**src/rtl/demux_stream_1ton.sv**
```systemverilog
// Registered 1-to-N stream demultiplexer with valid/ready on input and every output channel.
// Beats go to one channel (unicast) or all enabled channels (broadcast); beats to disabled channels are dropped and counted.
module demux_stream_1ton #(
  parameter int unsigned DW = 8,
  parameter int unsigned SW = 3,
  parameter int unsigned CW = 16
) (
  input  logic                       clk,
  input  logic                       rst_n,
  input  logic [DW-1:0]              in_data,
  input  logic [SW-1:0]              in_sel,
  input  logic                       in_bcast,
  input  logic                       in_valid,
  output logic                       in_ready,
  input  logic [(1<<SW)-1:0]         chan_en,
  output logic [(1<<SW)*DW-1:0]      out_data,
  output logic [(1<<SW)-1:0]         out_valid,
  input  logic [(1<<SW)-1:0]         out_ready,
  output logic [CW-1:0]              drop_cnt
);

  localparam int unsigned N = 1 << SW;

  logic [N-1:0]    out_valid_q, out_valid_d;
  logic [N*DW-1:0] out_data_q, out_data_d;
  logic [CW-1:0]   drop_cnt_q, drop_cnt_d;

  logic [N-1:0] slot_free;
  logic [N-1:0] target_mask;
  logic [N-1:0] load;
  logic         drop_beat;
  logic         accept;

  // Ready/steering decision; independent of in_valid so upstream may sample ready first.
  always_comb begin
    slot_free   = ~out_valid_q | out_ready;
    in_ready    = 1'b1;
    target_mask = '0;
    drop_beat   = 1'b0;
    if (in_bcast) begin
      target_mask = chan_en;
      in_ready    = &(slot_free | ~chan_en);
      drop_beat   = (chan_en == '0);
    end else if (chan_en[in_sel]) begin
      target_mask = N'(1) << in_sel;
      in_ready    = slot_free[in_sel];
    end else begin
      drop_beat   = 1'b1;
    end
    accept = in_valid & in_ready;
    load   = accept ? target_mask : '0;
  end

  // Per-channel one-entry register: load wins over drain so there is no bubble.
  always_comb begin
    out_valid_d = out_valid_q;
    out_data_d  = out_data_q;
    for (int k = 0; k < N; k++) begin
      if (load[k]) begin
        out_valid_d[k]          = 1'b1;
        out_data_d[k*DW +: DW]  = in_data;
      end else if (out_valid_q[k] && out_ready[k]) begin
        out_valid_d[k]          = 1'b0;
      end
    end
  end

  // Saturating drop counter.
  always_comb begin
    drop_cnt_d = drop_cnt_q;
    if (accept && drop_beat && (drop_cnt_q != {CW{1'b1}})) begin
      drop_cnt_d = drop_cnt_q + CW'(1);
    end
  end

  always_ff @(posedge clk or negedge rst_n) begin
    if (!rst_n) begin
      out_valid_q <= '0;
      out_data_q  <= '0;
      drop_cnt_q  <= '0;
    end else begin
      out_valid_q <= out_valid_d;
      out_data_q  <= out_data_d;
      drop_cnt_q  <= drop_cnt_d;
    end
  end

  assign out_valid = out_valid_q;
  assign out_data  = out_data_q;
  assign drop_cnt  = drop_cnt_q;

endmodule

```
**config.mk**
```make
export PLATFORM = sky130hd
export DESIGN_NAME = demux_stream_1ton
export DESIGN_NICKNAME = d
export VERILOG_FILES = /design/src/rtl/demux_stream_1ton.sv
export SDC_FILE = /design/constraint.sdc
export NUM_CORES = 1
export LEC_CHECK = 0
export ABC_AREA = 1
export CAP_MARGIN = 20
export CORE_MARGIN = 10
export CORE_UTILIZATION = 59
export CTS_BUF_LIST = sky130_fd_sc_hd__clkbuf_8
export DETAILED_ROUTE_END_ITERATION = 8
export DONT_BUFFER_PORTS = 1
export PLACE_DENSITY = 0.78
export SYNTH_ARGS = -nofsm -noshare
export SYNTH_HDL_FRONTEND = slang
export SYNTH_SLANG_ARGS = --single-unit
```
**constraint.sdc**
```tcl
create_clock -name clk -period 1.8 [get_ports clk]
set_input_delay 0.27 -clock clk [delete_from_list [all_inputs] [get_ports clk]]
set_output_delay 0.27 -clock clk [all_outputs]
set_load 0.01 [all_outputs]
```
==> impl_results.md <==
- Status: finished, violations left
- Failing checks: hold timing, setup timing
- CP Class: reg -> reg
- Commonest cells after routing, fill and taps aside: nand2_1, dfrtp_1, inv_1
- Max Clock Skew: approximately 5.7 ps
- CP Data Arrival Time: 2090 ps
- Comb power frac: 14.1%
- Starting DRT DRC Count: 167
- Die Width: 104.7 µm
- Setup TNS: -75.34 ps
- Post-Synthesis Cells: 543
- Total wire length: roughly 13000 µm
- Starting Density: between 60% and 70%
- Worst-path clk slew: around 90 ps
- Routed length per instance: between 15 and 20 µm
- Pwr Total: 4.988 mW
- Power per cell area: 994.6 nW/µm²
- Max Clk Rate: 539.2 MHz
- DRC: 0
- Max-slew violation count: 0
- Seq pwr share: 57.3%
- Cell Rows: 30
- Cts bufs inserted: 9
- Synthesized Nets: about 580
- Number of fill cells: around 500
- Number of global-route vias before repair: between 3000 and 4000
- Syn_area_per_cell: 7.793 µm²
- Bufs and invs on worst path: 1
- Worst IR Drop VDD: 651.9 µV
- Initial antenna violation count: 0
- Total net switching power: 1.647 mW
- Worst Setup SP: drop_cnt[1]
- Final core occ: between 70% and 80%
- Number of diodes: 0
- TritonCTS clock tree: done
- Tmin final: 1854 ps
- Vias per cell: 5.519
- Rel. slew slack: between 70% and 80%
- Die area: 10960 µm²
- Synth Cell Area: ~4200 µm²
- GPL Wtd Cong: about 0.91
- Core box area: 6869 µm²
- Sequential element share of the synthesized area: 52.04%
- Max-cap viol count: 0
- Clock power share: between 20% and 30%
- Worst-skew pair later-pin latency: 350 ps
- RSZ-0062 raised after global routing: yes
- Fin nets: 621
- Flops & latches, synth: between 80 and 90
- Worst-path maximum fanout: 6
- IO Port Bufs: 0
- Worst R2R Start: drop_cnt[1]
- Worst setup margin: -54.47 ps
- CP delay by family, top: simple AND/OR/NAND/NOR gates
- Commonest non-fill, non-tap cell in the layout: nand2_1
- CP cell instances: ha_2 > nand2_2 > nor2_4 > nand3_2 > nor2_2 > nand4_1 > nand3_4 > nor2_4 > buf_6 > nand2_1 > nand2_1
- Final setup vio count: 3
- Largest net degree at the start of global routing: 89
- HP Class: in -> async
- Final Cycle Share: 103.0%
- First-pass GRT wire length: 19300 µm
- Synth top area cells: dfrtp_1, nand2_1, inv_1, xor2_1, o21bai_1
- GR Overflow Total: 0
- Int Power: ~3.3 mW
- Synth cell types: 25
- Leakage Power: approximately 2.8 nW
- CP max stage delay: about 380 ps
- Hold Slack: -400.4 ps
- Switching share of power: approximately a third
- Share of layout cells above drive strength 1: between 20% and 30%
- Synth top area share: 52.04%
- Antenna viol nets, final: 0
- Root buffer cell: clkbuf_8
- Router iterations before antenna repair: 5
- DR vias: 3808
- Area Growth Syn to Fin: 18.51%
- Clk sinks: 88
- CTS max path bufs: 2
- Detailed Place HPWL: approximately 8700 µm
- Warnings from Yosys: 0
- Post-synth top area cell: dfrtp_1
- Startpoint Class: flop
- Placement Setup Slack: approximately 35 ps
- Pin slew with the least headroom to its limit: around 420 ps
- WP data required: roughly 2000 ps
- Critical path endpoint category: flop
- H-Tree Level Count: 3
- IO Pins: 120
- Slowest CP cell: dfrtp_1
- Final hold vios: between 80 and 90
- Total GRT Usage: 21.59%
- Die Ht: between 100 and 150 µm
## path summary, 6_finish.rpt
| check | cells after the start | to | slack, ps |
|---|---|---|---|
| setup / recovery | 11 | drop_cnt[4] | -50 |
| hold / removal | 0 | out_data[8] | -400 |
| setup reg to reg | 11 | drop_cnt[4] | -50 |
| hold reg to reg | 2 | out_valid[5] | 530 |
| max in group asynchronous | 0 | out_data[3] | 2060 |
| min in group clk | 1 | out_valid[1] | 10 |
## synthesized netlist by cell type
| cell type | count |
|---|---|
| nand2_2 | 2 |
| nor2_4 | 4 |
| and2_0 | 1 |
| o21ai_0 | 3 |
| nor2_1 | 23 |
| buf_6 | 2 |
| nand3_4 | 2 |
| buf_4 | 1 |
| nor4_1 | 2 |
| nand2_1 | 288 |
| nand3_1 | 7 |
| inv_2 | 2 |
| nand4_1 | 13 |
| nand3_2 | 1 |
| o21bai_1 | 16 |
| o22ai_1 | 9 |
| dfrtp_1 | 88 |
| a21oi_1 | 2 |
| buf_2 | 10 |
| clkbuf_1 | 2 |
| ha_1 | 1 |
| nor3_1 | 2 |
| and2_1 | 1 |
| xor2_1 | 14 |
| inv_1 | 47 |
## layout make-up
class	count	area [µm²]	area share, %
clock inverter	6	65.06	1.297
sequential	88	2202	43.91
timing repair buffer	49	409.1	8.159
inverter	49	183.9	3.668
tap	96	120.1	2.395
clock buffer	10	137.6	2.745
multi-input combinational	392	1897	37.82
## per-stage QoR
stage	area (µm²)	cells
CTS	4792	679
finish	5015	690
floorplan	4237	543
detailed placement	4517	657
global route	5015	690
global placement	4517	657
## repair_timing
action,4_1_cts,5_1_grt
hold endpoints to repair,88,88
gates cloned,0,2
buffers inserted,6,9
resized for setup,9,48
pin swaps,9,14
endpoints found under the setup margin,3,82
## power by group through the flow
stage	sequential (mW)	clock [mW]	combinational (mW)
global route	2.90	1.52	0.811
detailed placement	2.88	0	0.642
CTS	2.86	1.44	0.662
floorplan	2.76	0	0.492
finish	2.86	1.43	0.704
global placement	2.88	0	0.599
## metal layers
metal / global-route usage, % / routed length, µm / up-vias
li1: - / - / 1762
met1: 26.01 / 4952 / 1845
met2: 34.60 / 5939 / 179
met3: 8.477 / 1422 / 22
met4: 7.353 / 204 / 0
met5: 0 / 0 / -
## sequential cells by signal, summed over array words and instances (netlist names)
register   flops
out_valid      8
out_data      64
drop_cnt      16
## cells by family after synthesis
kind of cell             share of synthesized area, %
buffers and inverters                           6.417
flip-flops                                      52.04
adder cells (fa/ha/maj)                        0.2956
AO/OA/AOI/OAI                                   4.760
XOR/XNOR                                        2.898
AND/OR/NAND/NOR                                 33.59
No activity file was read; power rests on OpenSTA's default activity.
